`src/rtl/obi_arb_pkg.sv`:
```
// Shared constants and types for the three-requester OBI RAM arbiter.
package obi_arb_pkg;

  localparam int NUM_REQ    = 3;
  localparam int REQ_LOADER = 0;
  localparam int REQ_DATA   = 1;
  localparam int REQ_INSTR  = 2;

  typedef logic [1:0] req_idx_t;

  // Attributes of one requester's access, as presented on its port
  typedef struct packed {
    logic [31:0] addr;
    logic        we;
    logic [3:0]  be;
    logic [31:0] wdata;
  } obi_req_t;

endpackage

```
`src/rtl/obi_rr_arb2.sv`:
```
// Two-input round-robin arbiter used for the core data and instruction ports.
// gnt_o is combinational; the preference bit flips to the other input after
// each grant so neither port can starve the other.
module obi_rr_arb2 (
  input  logic       clk_i,
  input  logic       rst_i,
  input  logic       en_i,
  input  logic [1:0] req_i,
  output logic [1:0] gnt_o
);

  // 0: input 0 wins a tie, 1: input 1 wins a tie
  logic r_rr;

  // Pick a winner; on a tie the preference bit decides
  always_comb begin
    gnt_o = 2'b00;
    if (en_i) begin
      if (req_i == 2'b11) begin
        gnt_o = r_rr ? 2'b10 : 2'b01;
      end else begin
        gnt_o = req_i;
      end
    end
  end

  // Hand preference to the other input after every grant
  always_ff @(posedge clk_i) begin
    if (rst_i) begin
      r_rr <= 1'b0;
    end else if (gnt_o[0]) begin
      r_rr <= 1'b1;
    end else if (gnt_o[1]) begin
      r_rr <= 1'b0;
    end
  end

endmodule

```
`src/rtl/obi_ram_arbiter.sv`:
```
// Shares one single-port word-addressed RAM between the firmware loader
// (fixed top priority) and the core data/instruction ports (round robin).
// Out-of-range accesses are granted but never reach the RAM; they are
// answered locally with err=1 one cycle later.
module obi_ram_arbiter
  import obi_arb_pkg::*;
#(
  parameter int RAM_ADDR_WIDTH = 22,
  parameter int DATA_WIDTH     = 32
) (
  input  logic                                   clk_i,
  input  logic                                   rst_i,
  input  logic [NUM_REQ-1:0]                     req_i,
  input  logic [NUM_REQ-1:0][31:0]               addr_i,
  input  logic [NUM_REQ-1:0]                     we_i,
  input  logic [NUM_REQ-1:0][DATA_WIDTH/8-1:0]   be_i,
  input  logic [NUM_REQ-1:0][DATA_WIDTH-1:0]     wdata_i,
  output logic [NUM_REQ-1:0]                     gnt_o,
  output logic [NUM_REQ-1:0]                     rvalid_o,
  output logic [NUM_REQ-1:0]                     err_o,
  output logic [DATA_WIDTH-1:0]                  rdata_o,
  output logic                                   ram_en_o,
  output logic                                   ram_we_o,
  output logic [RAM_ADDR_WIDTH-3:0]              ram_addr_o,
  output logic [DATA_WIDTH/8-1:0]                ram_be_o,
  output logic [DATA_WIDTH-1:0]                  ram_wdata_o,
  input  logic [DATA_WIDTH-1:0]                  ram_rdata_i
);

  obi_req_t           w_reqs [NUM_REQ];
  obi_req_t           w_sel;
  logic [1:0]         w_rr_gnt;
  logic [NUM_REQ-1:0] w_gnt;
  req_idx_t           w_idx;
  logic               w_any;
  logic               w_in_range;

  // Response state for the access granted in the previous cycle
  logic [NUM_REQ-1:0] r_rvalid;
  logic               r_err;
  logic               r_rd;

  genvar gi;
  generate
    for (gi = 0; gi < NUM_REQ; gi++) begin : g_pack
      assign w_reqs[gi] = '{addr: addr_i[gi], we: we_i[gi], be: be_i[gi], wdata: wdata_i[gi]};
    end
  endgenerate

  // Core ports only compete when the loader is idle and reset is low
  obi_rr_arb2 u_rr (
    .clk_i (clk_i),
    .rst_i (rst_i),
    .en_i  (~req_i[REQ_LOADER] & ~rst_i),
    .req_i (req_i[REQ_INSTR:REQ_DATA]),
    .gnt_o (w_rr_gnt)
  );

  // Loader first, otherwise the round-robin result
  always_comb begin
    w_gnt = '0;
    w_idx = req_idx_t'(REQ_LOADER);
    if (!rst_i) begin
      if (req_i[REQ_LOADER]) begin
        w_gnt = 3'b001;
      end else begin
        w_gnt = {w_rr_gnt, 1'b0};
      end
    end
    if (w_gnt[REQ_DATA])  w_idx = req_idx_t'(REQ_DATA);
    if (w_gnt[REQ_INSTR]) w_idx = req_idx_t'(REQ_INSTR);
  end

  // Select the winner's attributes and check its address range
  always_comb begin
    case (w_idx)
      req_idx_t'(REQ_DATA):  w_sel = w_reqs[REQ_DATA];
      req_idx_t'(REQ_INSTR): w_sel = w_reqs[REQ_INSTR];
      default:               w_sel = w_reqs[REQ_LOADER];
    endcase
    w_any      = |w_gnt;
    w_in_range = (w_sel.addr >> RAM_ADDR_WIDTH) == 32'd0;
  end

  // Drive the RAM from the winner; all-zero when nothing is granted
  always_comb begin
    ram_en_o    = 1'b0;
    ram_we_o    = 1'b0;
    ram_addr_o  = '0;
    ram_be_o    = '0;
    ram_wdata_o = '0;
    if (w_any) begin
      ram_en_o    = w_in_range;
      ram_we_o    = w_sel.we;
      ram_addr_o  = w_sel.addr[RAM_ADDR_WIDTH-1:2];
      ram_be_o    = w_sel.be;
      ram_wdata_o = w_sel.wdata;
    end
  end

  // Remember who was granted and what kind of response it needs
  always_ff @(posedge clk_i) begin
    if (rst_i) begin
      r_rvalid <= '0;
      r_err    <= 1'b0;
      r_rd     <= 1'b0;
    end else begin
      r_rvalid <= w_gnt;
      r_err    <= w_any & ~w_in_range;
      r_rd     <= w_any & w_in_range & ~w_sel.we;
    end
  end

  // Responses are suppressed while reset is held so a pending one is dropped
  always_comb begin
    gnt_o    = w_gnt;
    rvalid_o = rst_i ? '0 : r_rvalid;
    err_o    = (rst_i || !r_err) ? '0 : r_rvalid;
    rdata_o  = (rst_i || !r_rd) ? '0 : ram_rdata_i;
  end

endmodule

```
`config.mk`:
```
export PLATFORM = sky130hd
export DESIGN_NAME = obi_ram_arbiter
export DESIGN_NICKNAME = d
export VERILOG_FILES = /design/src/rtl/obi_arb_pkg.sv /design/src/rtl/obi_rr_arb2.sv /design/src/rtl/obi_ram_arbiter.sv
export SDC_FILE = /design/constraint.sdc
export NUM_CORES = 1
export LEC_CHECK = 0
export CELL_PAD_IN_SITES_DETAIL_PLACEMENT = 0
export CELL_PAD_IN_SITES_GLOBAL_PLACEMENT = 2
export CORE_AREA = 5 5 131 133
export DETAILED_ROUTE_END_ITERATION = 10
export DIE_AREA = 0 0 136 138
export GPL_TIMING_DRIVEN = 0
export PLACE_DENSITY_LB_ADDON = 0.1
export SLEW_MARGIN = 20
export SYNTH_ARGS = -nofsm -noshare
export SYNTH_HDL_FRONTEND = slang
export SYNTH_SLANG_ARGS = --single-unit
```
`constraint.sdc`:
```
create_clock -name clk_i -period 3.68 [get_ports clk_i]
set_input_delay 0.552 -clock clk_i [delete_from_list [all_inputs] [get_ports clk_i]]
set_output_delay 0.552 -clock clk_i [all_outputs]
set_load 0.005 [all_outputs]
```
==> impl_metrics.yaml <==
grt:
  globalRoute.totalOverflow: 0
  grt.total_usage_pct: 12.6
  grt_first_pass_wirelength_mm: 18.5
  grt_pass1_vias: 3266
  grt_antenna_before_repair: 0
  grt_start_max_net_pins: 11
place:
  number_of_buffers_inserted_by_port_buffering: 336
  hpwl_mm: 11.4
  dpl.cell_count: 769
  globalplace.congestion: 0.734
  postPlaceCellArea_um2: 5090
worst_setup_path:
  path_delay_family: "buffers and inverters"
  worstSetupStartpointType: "input pin"
  setup_slack_of_the_most_critical_reg_to_reg_path_ns: 2.14
  crit_path_top_delay_cell: "sky130_fd_sc_hd__clkdlybuf4s50_1"
  timing.critical_path.cells: "clkdlybuf4s50_1 -> nor2_4 -> and3_1 -> buf_2 -> buf_2 -> buf_2 -> a222oi_1 -> inv_1 -> clkdlybuf4s50_1"
  cp.arrival_ns: 2.87
  crit_type: "input pin to output pin"
  crit_top_cell: "sky130_fd_sc_hd__buf_2"
  worst-endpoint-required_ns: 3.13
  worstPathBufferInverterCount: 6
  worst_setup_path_end_kind: "output pin"
  r2r.worst_path.cells: 6
  critPathMaxFanout: 10
  critical_path.max_stage_delay_ns: 0.53
  r2r_start: "u_rr.r_rr"
  critical_path.reg2reg.endpoint: "r_rd"
timing:
  worst_case_headroom_to_the_max_slew_limit_pct: 65.9
  hold_viol: 0
  min_period_over_period_pct: 93.0
  minimum_hold_slack_ns: 0.501
  setup_tns_ns: 0
  transition_time_of_the_tightest_slew_check_pin_ns: 0.511
  achievable-frequency_mhz: 292
  setup_repair_after_global_routing_missed_its_margin: "false"
  clock-skew-final_ns: 0.00101
  report.final.setup_viol: 0
  slew_viol_final: 0
  layout_min_cycle_time_ns: 3.42
clock_tree:
  cts_sinks: 6
  cts.clk_slew.worst_paths_ns: 0.03
  cts_root_buf: "sky130_fd_sc_hd__clkbuf_16"
  post-cts-setup-buffer-count: 0
  tritoncts: "built"
  insertion_delay_to_the_later_sink_of_the_worst_skew_pair_ns: 0.23
  cts-root-to-sink-buffers: 2
  cts-buffers-inserted: 3
  cts-resized-gates: 0
  cts.htree.levels: 1
  hold_fix_buffers_cts: 0
logic_synthesis:
  synthCells: 217
  postSynthRegisterBits: 6
  synth.lib_cells_used.distinct: 25
  synth.net_count: 461
  post_synth_instance_area_um2: 1460
  syn_avg_cell_area_um2: 6.73
  yosysWarningCount: 0
  synth-seq-area-share_pct: 8.23
min_path:
  min_delay_worst_endpoint: "u_rr.r_rr"
  worst_hold_path.num_cells: 2
  hold_class: "flip-flop to flip-flop"
  worst_hold_startpoint: "u_rr.r_rr"
power_and_ir_drop:
  p_per_area_nw_per_um2: 142
  power_total_w: 0.000735
  static-leakage-power_nw: 2.21
  max-vdd-ir-drop_mv: 0.0816
floorplanning:
  chipWidth_um: 136
  floorplan.die_area_um2: 18800
  num_rows: 46
  die_h_um: 138
  floorplan.initialDensity_pct: 9.29
  design.core.area_um2: 15700
  design.portCount: 343
run_status:
  status: "complete, no violations"
routing:
  wl_per_cell_um: 16.7
  post-route-drc-count: 0
  detail_route.vias_per_cell: 4.00
  initialDrtViolationCount: 240
  drt_pre_antenna_iters: 8
  routed_wl_mm: 12.9
  detail-route-antenna-nets: 0
  detailroute.via_count: 3088
final_layout:
  fillCellCount: 1655
  layout.cell_area.non_filler_um2: 5180
  fin_nets: 802
  multiInputGateArea_um2: 1000
  diodes: 0
  post_route_cells_drive_above_1_share_pct: 3.06
  final-instance-count-excl-fill: 772
  ff_latch_area_um2: 120
  area_growth_pct: 254
flow_run:
  drv_cap: 0
-- synth_stat cells --
| master | number | area, µm² |
|---|---|---|
| sky130_fd_sc_hd__inv_1 | 59 | 221 |
| sky130_fd_sc_hd__a222oi_1 | 56 | 561 |
| sky130_fd_sc_hd__and2_1 | 36 | 225 |
| sky130_fd_sc_hd__clkbuf_1 | 13 | 48.8 |
| sky130_fd_sc_hd__dfxtp_1 | 6 | 120 |
| sky130_fd_sc_hd__nor4_1 | 6 | 37.5 |
| sky130_fd_sc_hd__buf_2 | 5 | 25.0 |
| sky130_fd_sc_hd__and3_1 | 4 | 25.0 |
| sky130_fd_sc_hd__nand2_1 | 4 | 15.0 |
| sky130_fd_sc_hd__buf_6 | 3 | 33.8 |
| sky130_fd_sc_hd__nand2b_1 | 3 | 18.8 |
| sky130_fd_sc_hd__nand3_1 | 3 | 15.0 |
| sky130_fd_sc_hd__nor2_1 | 3 | 11.3 |
| sky130_fd_sc_hd__a21oi_1 | 2 | 10.0 |
| sky130_fd_sc_hd__and2b_1 | 2 | 15.0 |
| sky130_fd_sc_hd__buf_1 | 2 | 7.51 |
| sky130_fd_sc_hd__nor2b_1 | 2 | 12.5 |
| sky130_fd_sc_hd__a221o_1 | 1 | 10.0 |
| sky130_fd_sc_hd__a22oi_1 | 1 | 7.51 |
| sky130_fd_sc_hd__and3_4 | 1 | 11.3 |
| sky130_fd_sc_hd__inv_2 | 1 | 3.75 |
| sky130_fd_sc_hd__nor2_2 | 1 | 6.26 |
| sky130_fd_sc_hd__o21ai_0 | 1 | 5.00 |
| sky130_fd_sc_hd__o21bai_1 | 1 | 7.51 |
| sky130_fd_sc_hd__or2_2 | 1 | 6.26 |
-- how the worst max path moves through the flow --
stage | slack, ns | end | startpoint | cells after the start
after floorplan | 1.62 | ram_addr_o[10] | rst_i | 7
after global routing | 0.03 | ram_addr_o[5] | rst_i | 9
after global placement | 0.14 | ram_addr_o[3] | rst_i | 8
final | 0.26 | ram_addr_o[3] | rst_i | 9
after CTS | 0.15 | ram_addr_o[3] | rst_i | 9
after detailed placement | 0.16 | ram_addr_o[3] | rst_i | 8
-- per-layer routing --
| layer | global-route usage, % | vias up | share of wire, % |
|---|---|---|---|
| met3 | 4.06 | 12 | 11 |
| met5 | 0 | - | 0 |
| met1 | 11.8 | 1367 | 32 |
| li1 | - | 1502 | - |
| met2 | 25.5 | 207 | 55 |
| met4 | 3.24 | 0 | 1.9 |
-- worst register-to-register path, cell delays in order (launching register included) --
cell and delay (ns):
sky130_fd_sc_hd__dfxtp_1 0.32, sky130_fd_sc_hd__nand2b_1 0.15, sky130_fd_sc_hd__and3_1 0.18, sky130_fd_sc_hd__buf_2 0.16, sky130_fd_sc_hd__buf_2 0.20, sky130_fd_sc_hd__a22oi_1 0.27, sky130_fd_sc_hd__and3_1 0.20
-- flip-flops by register name, indices dropped and copies added (netlist names) --
register	flops
r_rd	1
r_err	1
u_rr.r_rr	1
r_rvalid	3
-- where the power goes --
| group | internal, W | switching, W |
|---|---|---|
| logic | 0.000357 | 0.000133 |
| registers | 0.0000693 | 0.00000167 |
| clock network | 0.000139 | 0.0000340 |
| total | 0.000566 | 0.000169 |
-- cell usage in the layout, fill, tap and decap left out --
master	n
sky130_fd_sc_hd__o21ai_0	1
sky130_fd_sc_hd__a21oi_1	2
sky130_fd_sc_hd__clkbuf_1	13
sky130_fd_sc_hd__nor2b_1	2
sky130_fd_sc_hd__nand2b_1	3
sky130_fd_sc_hd__a22oi_1	1
sky130_fd_sc_hd__nand2_1	4
sky130_fd_sc_hd__nand3_1	3
sky130_fd_sc_hd__and2b_1	2
sky130_fd_sc_hd__a221o_1	1
sky130_fd_sc_hd__inv_1	59
sky130_fd_sc_hd__o21bai_1	1
sky130_fd_sc_hd__buf_6	3
sky130_fd_sc_hd__and3_1	4
sky130_fd_sc_hd__nor4_1	6
sky130_fd_sc_hd__and3_4	1
sky130_fd_sc_hd__clkdlybuf4s50_1	336
sky130_fd_sc_hd__dfxtp_1	6
sky130_fd_sc_hd__or2_2	1
sky130_fd_sc_hd__nor2_1	3
sky130_fd_sc_hd__and2_1	36
sky130_fd_sc_hd__a222oi_1	56
sky130_fd_sc_hd__buf_2	5
sky130_fd_sc_hd__nor2_4	1
sky130_fd_sc_hd__clkbuf_2	2
sky130_fd_sc_hd__clkbuf_16	3
sky130_fd_sc_hd__inv_2	1
-- cells by family (layout without fill, tap and decap cells) --
family / count (synthesis) / count (layout) / synth area share [%]
flops: 6 / 6 / 8.23
compound gates: 62 / 62 / 41.1
buf+inv: 83 / 422 / 23.3
simple gates: 66 / 66 / 27.3
-- area by class of cell --
type,instances,area share [%]
sequential,6,2.32
tap,216,5.22
timing repair buffer,336,65.0
clock buffer,3,1.45
buffer,23,2.27
multi-input combinational,128,19.4
inverter,60,4.35
-- stage by stage --
step	setup slack [ns]	utilization [%]
3_3_place_gp	0.141	32.4
2_1_floorplan	1.62	-
6_report	0.258	32.9
4_1_cts	0.154	32.9
3_5_place_dp	0.156	32.4
5_1_grt	0.0253	32.9
(Power assumes the default switching activity.)
